<file path="src/rtl/wcdma_pkg.sv">
// Shared constants, types and helpers for the WCDMA OVSF spreader/despreader pair.
// The I/Q packing and code bit-reversal are defined here so both ends agree.
package wcdma_pkg;

  localparam int unsigned CHIP_W      = 16;
  localparam int unsigned MAX_SF_LOG2 = 8;
  localparam int unsigned ACC_W       = CHIP_W + MAX_SF_LOG2;
  localparam int unsigned IDX_W       = $clog2(MAX_SF_LOG2);

  localparam logic signed [ACC_W-1:0] SymMax = ACC_W'((1 << (CHIP_W - 1)) - 1);
  localparam logic signed [ACC_W-1:0] SymMin = ~SymMax;

  typedef enum logic {StIdle, StAccum} state_e;

  // Q occupies the upper half, I the lower half.
  function automatic logic [2*CHIP_W-1:0] pack_iq(input logic [CHIP_W-1:0] i,
                                                  input logic [CHIP_W-1:0] q);
    return {q, i};
  endfunction

  function automatic logic signed [CHIP_W-1:0] get_i(input logic [2*CHIP_W-1:0] d);
    return d[CHIP_W-1:0];
  endfunction

  function automatic logic signed [CHIP_W-1:0] get_q(input logic [2*CHIP_W-1:0] d);
    return d[2*CHIP_W-1:CHIP_W];
  endfunction

  // Reverse the low l bits of k; bits at and above l come out as zero.
  function automatic logic [MAX_SF_LOG2-1:0] bitrev(input logic [MAX_SF_LOG2-1:0] k,
                                                    input logic [3:0]             l);
    logic [MAX_SF_LOG2-1:0] r;
    int                     idx;
    r = '0;
    for (int b = 0; b < int'(MAX_SF_LOG2); b++) begin
      if (b < int'(l)) begin
        idx = int'(l) - 1 - b;
        r[idx[IDX_W-1:0]] = k[b];
      end
    end
    return r;
  endfunction

endpackage

</file>
<file path="src/rtl/wcdma_ovsf_code_bit.sv">
// OVSF code chip generator: sign of chip n of C(2^L, k); 1 means multiply by -1.
// Combinational, shared with the spreader so both ends use the same code definition.
module wcdma_ovsf_code_bit
  import wcdma_pkg::*;
(
  input  logic [3:0]             sf_log2_i,
  input  logic [MAX_SF_LOG2-1:0] code_i,
  input  logic [MAX_SF_LOG2-1:0] chip_idx_i,
  output logic                   code_bit_o
);

  assign code_bit_o = ^(chip_idx_i & bitrev(code_i, sf_log2_i));

endmodule

</file>
<file path="src/rtl/wcdma_ovsf_despreader.sv">
// OVSF despreader: multiplies complex chips by the configured code, integrates over SF
// chips and emits one averaged complex symbol per SF chips through a one-entry output register.
module wcdma_ovsf_despreader
  import wcdma_pkg::*;
(
  input  logic                   aclk,
  input  logic                   arst,
  input  logic                   cfg_valid,
  input  logic [3:0]             cfg_sf_log2,
  input  logic [MAX_SF_LOG2-1:0] cfg_code,
  output logic                   cfg_err,
  input  logic [2*CHIP_W-1:0]    s_axis_tdata,
  input  logic                   s_axis_tuser,
  input  logic                   s_axis_tvalid,
  output logic                   s_axis_tready,
  output logic [2*CHIP_W-1:0]    m_axis_tdata,
  output logic                   m_axis_tvalid,
  input  logic                   m_axis_tready,
  output logic                   sync_err,
  output logic                   busy
);

  localparam logic [MAX_SF_LOG2:0] SfOne = (MAX_SF_LOG2 + 1)'(1);

  state_e                   state_q, state_d;
  logic [3:0]               sf_log2_q, sf_log2_d;
  logic [MAX_SF_LOG2-1:0]   code_q, code_d;
  logic [MAX_SF_LOG2-1:0]   chip_cnt_q, chip_cnt_d;
  logic signed [ACC_W-1:0]  acc_i_q, acc_i_d, acc_q_q, acc_q_d;
  logic                     out_valid_q, out_valid_d;
  logic [2*CHIP_W-1:0]      out_data_q, out_data_d;
  logic                     cfg_err_q, cfg_err_d;
  logic                     sync_err_q, sync_err_d;

  logic [MAX_SF_LOG2:0]     sf_full;
  logic [MAX_SF_LOG2-1:0]   sf_last, code_idx;
  logic                     at_last, cfg_ok, chip_acc, misalign, complete, code_bit;
  logic signed [ACC_W-1:0]  x_i, x_q, base_i, base_q, sum_i, sum_q;

  function automatic logic [CHIP_W-1:0] sat_sym(input logic signed [ACC_W-1:0] v);
    if (v > SymMax) return SymMax[CHIP_W-1:0];
    if (v < SymMin) return SymMin[CHIP_W-1:0];
    return v[CHIP_W-1:0];
  endfunction

  assign sf_full = SfOne << sf_log2_q;
  assign sf_last = MAX_SF_LOG2'(sf_full - SfOne);
  assign at_last = (chip_cnt_q == sf_last);
  assign cfg_ok  = (cfg_sf_log2 >= 4'd2) && (cfg_sf_log2 <= 4'(MAX_SF_LOG2));

  // Only the final chip is held back while an unread symbol occupies the output register.
  assign s_axis_tready = (state_q == StAccum) && !cfg_valid &&
                         !(out_valid_q && !m_axis_tready && at_last);
  assign chip_acc      = s_axis_tvalid && s_axis_tready;
  assign misalign      = s_axis_tuser && (chip_cnt_q != '0);
  assign complete      = !misalign && at_last;
  assign code_idx      = s_axis_tuser ? '0 : chip_cnt_q;

  wcdma_ovsf_code_bit u_code_bit (
    .sf_log2_i  (sf_log2_q),
    .code_i     (code_q),
    .chip_idx_i (code_idx),
    .code_bit_o (code_bit)
  );

  assign x_i    = ACC_W'(get_i(s_axis_tdata));
  assign x_q    = ACC_W'(get_q(s_axis_tdata));
  assign base_i = misalign ? '0 : acc_i_q;
  assign base_q = misalign ? '0 : acc_q_q;
  assign sum_i  = code_bit ? base_i - x_i : base_i + x_i;
  assign sum_q  = code_bit ? base_q - x_q : base_q + x_q;

  always_comb begin
    state_d     = state_q;
    sf_log2_d   = sf_log2_q;
    code_d      = code_q;
    chip_cnt_d  = chip_cnt_q;
    acc_i_d     = acc_i_q;
    acc_q_d     = acc_q_q;
    out_valid_d = out_valid_q && !m_axis_tready;
    out_data_d  = out_data_q;
    cfg_err_d   = 1'b0;
    sync_err_d  = 1'b0;
    if (cfg_valid) begin
      if (cfg_ok) begin
        state_d    = StAccum;
        sf_log2_d  = cfg_sf_log2;
        code_d     = cfg_code;
        chip_cnt_d = '0;
        acc_i_d    = '0;
        acc_q_d    = '0;
      end else begin
        cfg_err_d = 1'b1;
      end
    end else if (chip_acc) begin
      sync_err_d = misalign;
      if (complete) begin
        chip_cnt_d  = '0;
        acc_i_d     = '0;
        acc_q_d     = '0;
        out_valid_d = 1'b1;
        out_data_d  = pack_iq(sat_sym(sum_i >>> sf_log2_q), sat_sym(sum_q >>> sf_log2_q));
      end else begin
        chip_cnt_d = misalign ? MAX_SF_LOG2'(1) : chip_cnt_q + MAX_SF_LOG2'(1);
        acc_i_d    = sum_i;
        acc_q_d    = sum_q;
      end
    end
  end

  always_ff @(posedge aclk or negedge arst) begin
    if (!arst) begin
      state_q     <= StIdle;
      sf_log2_q   <= '0;
      code_q      <= '0;
      chip_cnt_q  <= '0;
      acc_i_q     <= '0;
      acc_q_q     <= '0;
      out_valid_q <= 1'b0;
      out_data_q  <= '0;
      cfg_err_q   <= 1'b0;
      sync_err_q  <= 1'b0;
    end else begin
      state_q     <= state_d;
      sf_log2_q   <= sf_log2_d;
      code_q      <= code_d;
      chip_cnt_q  <= chip_cnt_d;
      acc_i_q     <= acc_i_d;
      acc_q_q     <= acc_q_d;
      out_valid_q <= out_valid_d;
      out_data_q  <= out_data_d;
      cfg_err_q   <= cfg_err_d;
      sync_err_q  <= sync_err_d;
    end
  end

  assign m_axis_tdata  = out_data_q;
  assign m_axis_tvalid = out_valid_q;
  assign cfg_err       = cfg_err_q;
  assign sync_err      = sync_err_q;
  assign busy          = (state_q == StAccum) && (chip_cnt_q != '0);

endmodule

</file>
<file path="config.mk">
export PLATFORM = sky130hd
export DESIGN_NAME = wcdma_ovsf_despreader
export DESIGN_NICKNAME = d
export VERILOG_FILES = /design/src/rtl/wcdma_pkg.sv /design/src/rtl/wcdma_ovsf_code_bit.sv /design/src/rtl/wcdma_ovsf_despreader.sv
export SDC_FILE = /design/constraint.sdc
export NUM_CORES = 1
export LEC_CHECK = 0
export ABC_AREA = 1
export CAP_MARGIN = 20
export CORE_ASPECT_RATIO = 1.4
export CORE_MARGIN = 3
export CORE_UTILIZATION = 50
export CTS_CLUSTER_SIZE = 8
export DETAILED_ROUTE_END_ITERATION = 6
export PLACE_DENSITY_LB_ADDON = 0.25
export SLEW_MARGIN = 20
export SYNTH_ARGS = -nofsm -noshare
export SYNTH_HDL_FRONTEND = slang
export SYNTH_SLANG_ARGS = --single-unit
</file>
<file path="constraint.sdc">
create_clock -name aclk -period 12.79 [get_ports aclk]
set_input_delay 3.1975 -clock aclk [delete_from_list [all_inputs] [get_ports aclk]]
set_output_delay 3.1975 -clock aclk [all_outputs]
set_load 0.005 [all_outputs]
</file>
# ---- Word level (Yosys, flattened, before mapping)
# Cells that the tools add are included.
dict set report word_totals {
  regBits 104
  elab_cells 170
  inputBits 50
  latchBits 0
  mem_count 0
  ramBits 0
  mem_bits_ro 0
}
dict set report classes {
  n_lt_le_gt_ge 30
  shift 3
  n_reduce_logical 27
  div_mod_pow 0
  bitwise 3
  eq_ne 2
  addsub 14
  muxes 81
  n_mul 0
}
# op n
set ops {}
lappend ops {{$mux W24} 11}
lappend ops {{$mux W16} 8}
lappend ops {{$mux W8} 14}
lappend ops {{$bwmux W8} 7}
lappend ops {{$add A24 B16 Y24} 2}
lappend ops {{$gt A24 B16 Y1 const B} 2}
lappend ops {{$lt A24 B16 Y1 const B} 2}
lappend ops {{$sshr A24 B4 Y24} 2}
lappend ops {{$sub A24 B16 Y24} 2}
lappend ops {{$mux W1} 33}
lappend ops {{$lt A3 B4 Y1 const B} 8}
lappend ops {{$demux W1 S3} 8}
lappend ops {{$ge A3 B1 Y1 const B} 8}
lappend ops {{$logic_and A1 B1 Y1} 17}
lappend ops {{$and A8 B8 Y8} 2}
lappend ops {{$lt A3 B4 Y1 const A} 4}
lappend ops {{$sub A3 B3 Y3 const B} 4}
lappend ops {{$add A8 B1 Y8 const B} 1}
lappend ops {{$eq A8 B8 Y1} 1}
lappend ops {{$lt A1 B4 Y1 const A} 2}
lappend ops {{$lt A2 B4 Y1 const A} 2}
lappend ops {{$reduce_bool A8 Y1} 1}
lappend ops {{$reduce_xor A8 Y1} 1}
lappend ops {{$shl A1 B4 Y8 const A} 1}
lappend ops {{11 further kinds} 17}

# ---- Logic depth before layout (Yosys ltp)
# Gate-level depths: netlist of run 1.
dict set report logic_depth {
  ltp_word 36
  ltp_mapped 57
  mapped_depth_nobuf 53
}

# ---- Hierarchy
# From an unflattened synthesis of run 1, not the netlist that was laid out.
dict set report unflattened {
  cells_unflattened 2249
  hier_area_um2 13000.0
}
# module cells_each n_inst area_per_inst_um2
set by_module_without_submodules {}
lappend by_module_without_submodules {wcdma_ovsf_despreader 1944 1 11593.6}
lappend by_module_without_submodules {wcdma_ovsf_code_bit 305 1 1406.3}

# ---- Worst setup path before layout of run 1
# Ideal clock, no wire load.
dict set report synth_path {
  kind {input -> register}
  startpoint {input s_axis_tuser}
  endpoint {register out_data_q[10], in the netlist m_axis_tdata[10]}
  t_required_ps 12670
  setup_time_ps 120
  arrival_ps 7761
  slack_ps 4909
  stages 33
  cell_sequence {nor3_1 nand2_1 nand2_1 inv_2 nor2_2 nand3_1 nand2_2 nand2_4 nand2_8 clkbuf_1 buf_1 o21ai_0 fa_1 nand3b_1 nand2_1 nand2_1 nand3_1 a21boi_1 o21ai_1 a21boi_0 o21ai_1 a21oi_2 o21ai_1 xor2_1 nand2_1 nand3_1 nand2_1 o21ai_0 nand2_1 nand3b_4 a21oi_4 buf_6 a21oi_2}
}
dict set report synth_via {
  elab_chain_cells 13
  elab_cells_between_ends 26
  classes_between {add/sub: 2; order compare: 2; shift: 1; mux: 15; bitwise: 1; reduce/logical: 5}
}
# element line
set synth_rtl {}
lappend synth_rtl {{start, declared} wcdma_ovsf_despreader.sv:13} ;# input logic s_axis_tuser,
lappend synth_rtl {{$logic_and A1 B1 Y1 / $mux W8 (equally long branches)} {wcdma_ovsf_despreader.sv:55, wcdma_ovsf_despreader.sv:57}}
lappend synth_rtl {{$mux W24 / $and A8 B8 Y8 (equally long branches)} {wcdma_ovsf_despreader.sv:68, wcdma_ovsf_code_bit.sv:12}}
lappend synth_rtl {{$add A24 B16 Y24, or another cell as far along} wcdma_ovsf_despreader.sv:70} ;# assign sum_i = code_bit ? base_i - x_i : base_i + x_i;
lappend synth_rtl {{$mux W24} wcdma_ovsf_despreader.sv:70}
lappend synth_rtl {{$sshr A24 B4 Y24} wcdma_ovsf_despreader.sv:102} ;# out_data_d = pack_iq(sat_sym(sum_i >>> sf_log2_q), sat_sym(sum_q >>> sf_log2_q));
lappend synth_rtl {{$lt A24 B16 Y1} wcdma_ovsf_despreader.sv:42} ;# if (v < SymMin) return SymMin[CHIP_W-1:0];
lappend synth_rtl {{$mux W1 (2 in a row)} wcdma_ovsf_despreader.sv:42}
lappend synth_rtl {{$mux W1} wcdma_ovsf_despreader.sv:97} ;# if (complete) begin
lappend synth_rtl {{$mux W1} wcdma_ovsf_despreader.sv:95} ;# end else if (chip_acc) begin
lappend synth_rtl {{$mux W1} wcdma_ovsf_despreader.sv:84} ;# if (cfg_valid) begin
lappend synth_rtl {{$mux W16} wcdma_ovsf_despreader.sv:43} ;# return v[CHIP_W-1:0];
lappend synth_rtl {{$mux W16} wcdma_ovsf_despreader.sv:42}
lappend synth_rtl {{end signal, assigned} wcdma_ovsf_despreader.sv:131} ;# out_data_q <= out_data_d;
lappend synth_rtl {{end, declared} wcdma_ovsf_despreader.sv:31} ;# logic [2*CHIP_W-1:0] out_data_q, out_data_d;
# Parallel ways exist; a longest one is shown, timed or not. The select of a mux whose other input is x is not followed.
# A chain may end at the register's enable or synchronous reset.

# ---- Worst setup path in the final report of run 1
dict set report layout_path {
  startpoint {input s_axis_tuser}
  endpoint {register out_data_q[1], in the netlist m_axis_tdata[1]}
}
# Same word-level chain as after synthesis.

==> results of run 1 <==
## registers in the layout, summed over array words and instances, names as in the netlist
name,flops
acc_q_q,24
m_axis_tdata,32
chip_cnt_q,8
sync_err,1
cfg_err,1
code_q,8
sf_log2_q,4
state_q,1
m_axis_tvalid,1
acc_i_q,24
## synthesized netlist by cell type, types with 12 or more instances
| library cell | instances |
|---|---|
| xor2_1 | 50 |
| o21ai_0 | 114 |
| a21oi_2 | 23 |
| nand2_1 | 447 |
| a21oi_1 | 79 |
| nand2_2 | 25 |
| xnor2_1 | 25 |
| inv_1 | 215 |
| dfrtp_1 | 104 |
| nand2_4 | 14 |
| o22ai_1 | 54 |
| ha_1 | 58 |
| o221ai_1 | 12 |
| nand3_1 | 94 |
| a31oi_1 | 14 |
| nor3_1 | 19 |
| inv_2 | 17 |
| nor2_1 | 172 |
| clkbuf_1 | 44 |
## how the worst max path moves through the flow
| stage | slack, ns | depth (start not counted) | to |
|---|---|---|---|
| finish | 3.84 | 33 | m_axis_tdata[1] |
| global route | 3.25 | 34 | m_axis_tdata[1] |
| CTS | 3.86 | 38 | m_axis_tdata[1] |
| detailed placement | 3.49 | 33 | m_axis_tdata[1] |
| global placement | 3.60 | 35 | m_axis_tdata[1] |
| floorplan | 4.91 | 33 | m_axis_tdata[10] |
## cell type report
class | count | area share (%)
multi-input cells | 1326 | 58.8
flip-flops and latches | 104 | 20.9
repair buffers | 96 | 7.51
inverters | 233 | 7.06
well taps | 292 | 2.94
clock buffers | 10 | 1.92
clock inverters | 6 | 0.775
## through the flow
stage          hold slack, ns  cells  worst slack [ns]
2_1_floorplan           0.442   1732              4.91
3_3_place_gp            0.461   2051              3.60
3_5_place_dp            0.470   2051              3.49
4_1_cts                 0.489   2067              3.86
5_1_grt                 0.527   2067              3.25
6_report                0.492   2067              3.84
## per-layer routing
metal	GRT usage [%]	wire [um]	share of wire [%]	up-vias
li1	-	-	-	5736
met1	34.3	13800	42	5254
met2	46.5	15700	48	392
met3	3.53	1740	5.3	82
met4	12.7	1470	4.5	0
met5	0	0	0	-
## power breakdown
part	leakage [nW]	total (W)	switching [W]	internal [W]
Clock	0.162	0.000325	0.000145	0.000180
Sequential	1.36	0.000439	0.0000315	0.000408
Combinational	4.64	0.00206	0.00137	0.000686
## cell usage in the layout, fill, tap and decap left out, types with 50 or more instances in the layout
cell type	instances
inv_1	215
o21ai_0	114
o22ai_1	54
ha_1	58
a21oi_1	79
nor2_1	171
xor2_1	50
nand3_1	94
clkdlybuf4s50_1	85
dfrtp_1	103
nand2_1	446
## cell families (layout without fill, tap and decap cells)
| logic type | count (synthesis) | count (layout) | synth area share [%] |
|---|---|---|---|
| buffers and inverters | 302 | 345 | 11.0 |
| flip-flops | 104 | 104 | 23.4 |
| AND/OR/NAND/NOR | 819 | 819 | 32.2 |
| XOR/XNOR | 75 | 75 | 5.91 |
| AO/OA/AOI/OAI | 368 | 368 | 20.2 |
| adder cells (fa/ha/maj) | 60 | 60 | 6.89 |
| multiplexers | 4 | 4 | 0.394 |
## critical path: cells and delay by family
family,cells,cell delay [ns]
adder cells (fa/ha/maj),1,0.37
AND/OR/NAND/NOR,16,1.75
AO/OA/AOI/OAI,10,2.25
buffers and inverters,4,1.11
XOR/XNOR,2,0.48
==> impl_results.md, run 1 <==
* Outcome: complete, no violations
* Area Growth Syn to Fin at 11.8%
* Dpl cell area at 12100 um2
* Critical Path Source: s_axis_tuser
* Synth top area share at 23.4%
* WL/cell at 15.8 um
* CP max FO at 33
* Setup bufs post-CTS at 0
* Syn avg cell area at 6.42 um2
* First-pass DRT Iterations at 6
* Worst r2r src: sf_log2_q[1]
* PD cells at 227 nW/um2
* Antenna diodes at 0
* Initial antenna violation count at 0
* Final hold viol count at 0
* Worst hold path endpoint: state_q
* WS Path Type: in -> reg
* Synth Cell Area at 11100 um2
* Total GRT Usage at 27.3%
* Critical Path Max Stage Delay at 0.56 ns
* Synth Warn # at 0
* Die area at 24100 um2
* Reg2reg path depth at 43
* First-pass GRT wire length at 54.7 mm
* Worst Skew at 0.00564 ns
* Period utilization at 70.0%
* Reg-to-reg slack, setup at 5.09 ns
* Fin crit period at 8.95 ns
* Num rows at 63
* Layout Nets at 1880
* Post-synth EDFFs at 0
* Synth cell types at 60
* Share of layout cells above drive strength 1 at 8.23%
* Synth async-reset ratio at 100%
* Crit. End Element: flop
* Post-DR vias/cell at 5.55
* Worst R2R End: m_axis_tdata[1]
* Reg area at 2600 um2
* Drc violations at 0
* Final Max Tran Viols at 0
* Total Power at 0.00282 W
* TritonCTS Buffers at 9
* Die H at 182 um
* Placer Congestion at 0.973
* Vias in the first global route at 11138
* Worst hold stages at 2
* Die width at 132 um
* Clk root buf: clkbuf_16
* Initial Util at 51.6%
* Peak supply drop at 107 uV
* Routed Antenna Nets at 0
* Post-Synthesis Cells at 1732
* Dpl hpwl at 24.9 mm
* Clk_lat worst skew at 0.37 ns
* Core occupancy in the finished layout at 57.8%
* Seq/Total Area, Yosys at 23.4%
* RSZ-0062 raised after global routing: false
* Hold Path Class: reg -> reg
* FILL cells at 2161
* Finish-stage setup viols at 0
* Max-cap check violation count at 0
* Port bufs at 86
* Worst slew pin tran at 1.06 ns
* Pin count of the biggest net entering global routing at 61
* Drt first-iter violations at 774
* Core Box Area at 21500 um2
* Io pins at 87
* Clock sinks at 104
* Reg clk slew, reported paths at 0.08 ns
* Total global routing overflow at 0
* Routed WL at 32.8 mm
* Hold Buf Count CTS at 0
* Vias at 11464
* CP max stage cell: clkdlybuf4s50_1
* Synth Flop Type: dfrtp_1
* Relative slew slack at 29.3%
* CTS tree: yes
* Yosys reg bits at 104
* Most frequent CP cell: nand2_1
* Clock buffer depth at 2
* Multi-input logic area at 7310 um2
* PostCTS Resize Cnt at 0
* CP required at 13.03 ns
* Design Area, Final at 12400 um2
* Syn_nets at 1842
* CTS HTree Levels at 3
* Final setup TNS at 0 ns
* Hold Path Origin: state_q
* Startpoint Class: primary input
* Critical path arrival at 9.19 ns
* Highest Clock Rate at 0.112 GHz
* P_leak at 6.16 nW
* Top post-synthesis cells by area: dfrtp_1 (23%), nand2_1 (15%), inv_1 (7.3%)
* Dominant cell type by area after synthesis: dfrtp_1
(Power assumes the default switching activity.)
==> run 2, diff against run 1 <==
- clock period: 12.79 -> 8 ns (I/O delays scaled with it)
==> impl_results.md, run 2 (same netlist as run 1, synthesis figures left out) <==
* Worst hold slack at 0.514 ns
* Total GRT Usage at 26.9%
* Antenna diodes at 0
* Share of layout cells above drive strength 1 at 8.38%
* Relative slew slack at 43.2%
* Routed Antenna Nets at 0
* Commonest non-fill, non-tap cells in the layout: nand2_1 (446), inv_1 (215), nor2_1 (171), o21ai_0 (114), dfrtp_1 (103)
* Clock buffer depth at 2
* Max-cap check violation count at 0
* P_leak at 6.15 nW
* CTS HTree Levels at 3
* Finish-stage setup viols at 0
* Io pins at 87
* Vias at 11386
* Outcome: complete, no violations
* Clk_lat worst skew at 0.37 ns
* TritonCTS Buffers at 9
* Critical path arrival at 7.71 ns
* Final Max Tran Viols at 0
* Worst r2r src: sf_log2_q[0]
* FILL cells at 2154
* Dpl cell area at 12100 um2
* Commonest non-fill, non-tap cell in the layout: nand2_1
* Clk root buf: clkbuf_16
* Startpoint Class: primary input
* Area Growth Syn to Fin at 11.6%
* Hold Path Origin: state_q
* CTS tree: yes
* Post-DR vias/cell at 5.50
* First-pass DRT Iterations at 6
* Reg clk slew, reported paths at 0.08 ns
* Die H at 182 um
* Peak supply drop at 182 uV
* Die area at 24100 um2
* RSZ-0062 raised after global routing: false
* Crit. End Element: flop
* Hold Path Class: reg -> reg
* Period utilization at 93.5%
* Vias in the first global route at 10979
* Dpl hpwl at 25.1 mm
* WS Path Type: in -> reg
* Worst R2R End: m_axis_tdata[0]
* Initial Util at 51.6%
* PostCTS Resize Cnt at 0
* Port bufs at 86
* Core Box Area at 21500 um2
* Drt first-iter violations at 758
* Max reg flops at 32
* First-pass GRT wire length at 53.8 mm
* Num rows at 63
* WL/cell at 15.7 um
* Drc violations at 0
* Setup bufs post-CTS at 0
* Layout Nets at 1883
* PD cells at 358 nW/um2
* CP max FO at 33
* Worst Skew at 0.0131 ns
* Placer Congestion at 0.967
* Most frequent CP cell: nand2_1
* Die width at 132 um
* Clock sinks at 104
* Final setup TNS at 0 ns
* Initial antenna violation count at 0
* Critical Path Max Stage Delay at 0.55 ns
* Worst hold path endpoint: state_q
* CP max stage cell: clkdlybuf4s50_1
* Final hold viol count at 0
* Design Area, Final at 12400 um2
* Fin crit period at 7.48 ns
* Highest Clock Rate at 0.134 GHz
* Total global routing overflow at 0
* Pin count of the biggest net entering global routing at 58
* Worst slew pin tran at 0.851 ns
* CP required at 8.23 ns
* Worst hold stages at 2
* Reg2reg path depth at 46
* Hold Buf Count CTS at 0
* Total Power at 0.00444 W
* Reg-to-reg slack, setup at 0.93 ns
* Routed WL at 32.6 mm
[run 2: changes by cell type in the layout (fill, tap and decap cells not counted), sizes merged]
| cell | previous run | this run |
|---|---|---|
| clkinvlp | 1 | 2 |
| buf | 11 | 14 |
| clkbuf | 10 | 9 |
| bufinv | 2 | 0 |
| clkinv | 0 | 1 |
| inv | 236 | 237 |
[run 2: routing by layer]
layer	part of all wire, %	global-route usage (%)	wire length (um)
met5	0	0	0
met4	2.7	9.25	878
met3	4.0	3.03	1300
met2	49	47.0	15800
met1	45	34.4	14600
[run 2: stage by stage]
step	setup slack, ns	instances	util, %
6_report	0.518	2070	57.6
5_1_grt	0.00899	2070	57.6
4_1_cts	0.523	2070	57.6
3_5_place_dp	0.158	2054	56.3
3_3_place_gp	0.221	2054	56.3
2_1_floorplan	1.11	1732	-
[run 2: where the power goes]
group	total, W	leakage [nW]	internal, W	switching (W)
registers	0.000710	1.36	0.000652	0.0000582
logic	0.00327	4.65	0.00110	0.00217
clock network	0.000457	0.135	0.000218	0.000239
[run 2: layout make-up]
class | count | area, um2 | area share, %
inverter | 233 | 877 | 7.07
timing repair buffer | 99 | 956 | 7.71
clock buffer | 9 | 225 | 1.82
multi-input combinational | 1326 | 7310 | 59.0
clock inverter | 7 | 61.3 | 0.494
sequential | 104 | 2600 | 21.0
tap | 292 | 365 | 2.95
[run 2: how the worst max path moves through the flow]
stage	slack, ns	to	startpoint
2_1_floorplan	1.11	m_axis_tdata[10]	sf_log2_q[0]
3_3_place_gp	0.22	m_axis_tdata[20]	s_axis_tdata[16]
3_5_place_dp	0.16	m_axis_tdata[0]	s_axis_tuser
4_1_cts	0.52	m_axis_tdata[0]	s_axis_tuser
5_1_grt	0.009	m_axis_tdata[3]	s_axis_tuser
6_report	0.52	m_axis_tdata[0]	s_axis_tuser
[run 2: worst max-delay path, delay by kind of cell]
family	cells	cell delay [ns]
buffers and inverters	6	1.22
XOR/XNOR	1	0.16
AO/OA/AOI/OAI	9	2.11
AND/OR/NAND/NOR	21	1.82
adder cells (fa/ha/maj)	1	0.36
==> run 3, diff against run 2 <==
- SLEW_MARGIN: 20 -> not set
==> results of run 3 <==
Final layout, timing and power as in run 2 (identical DEF).
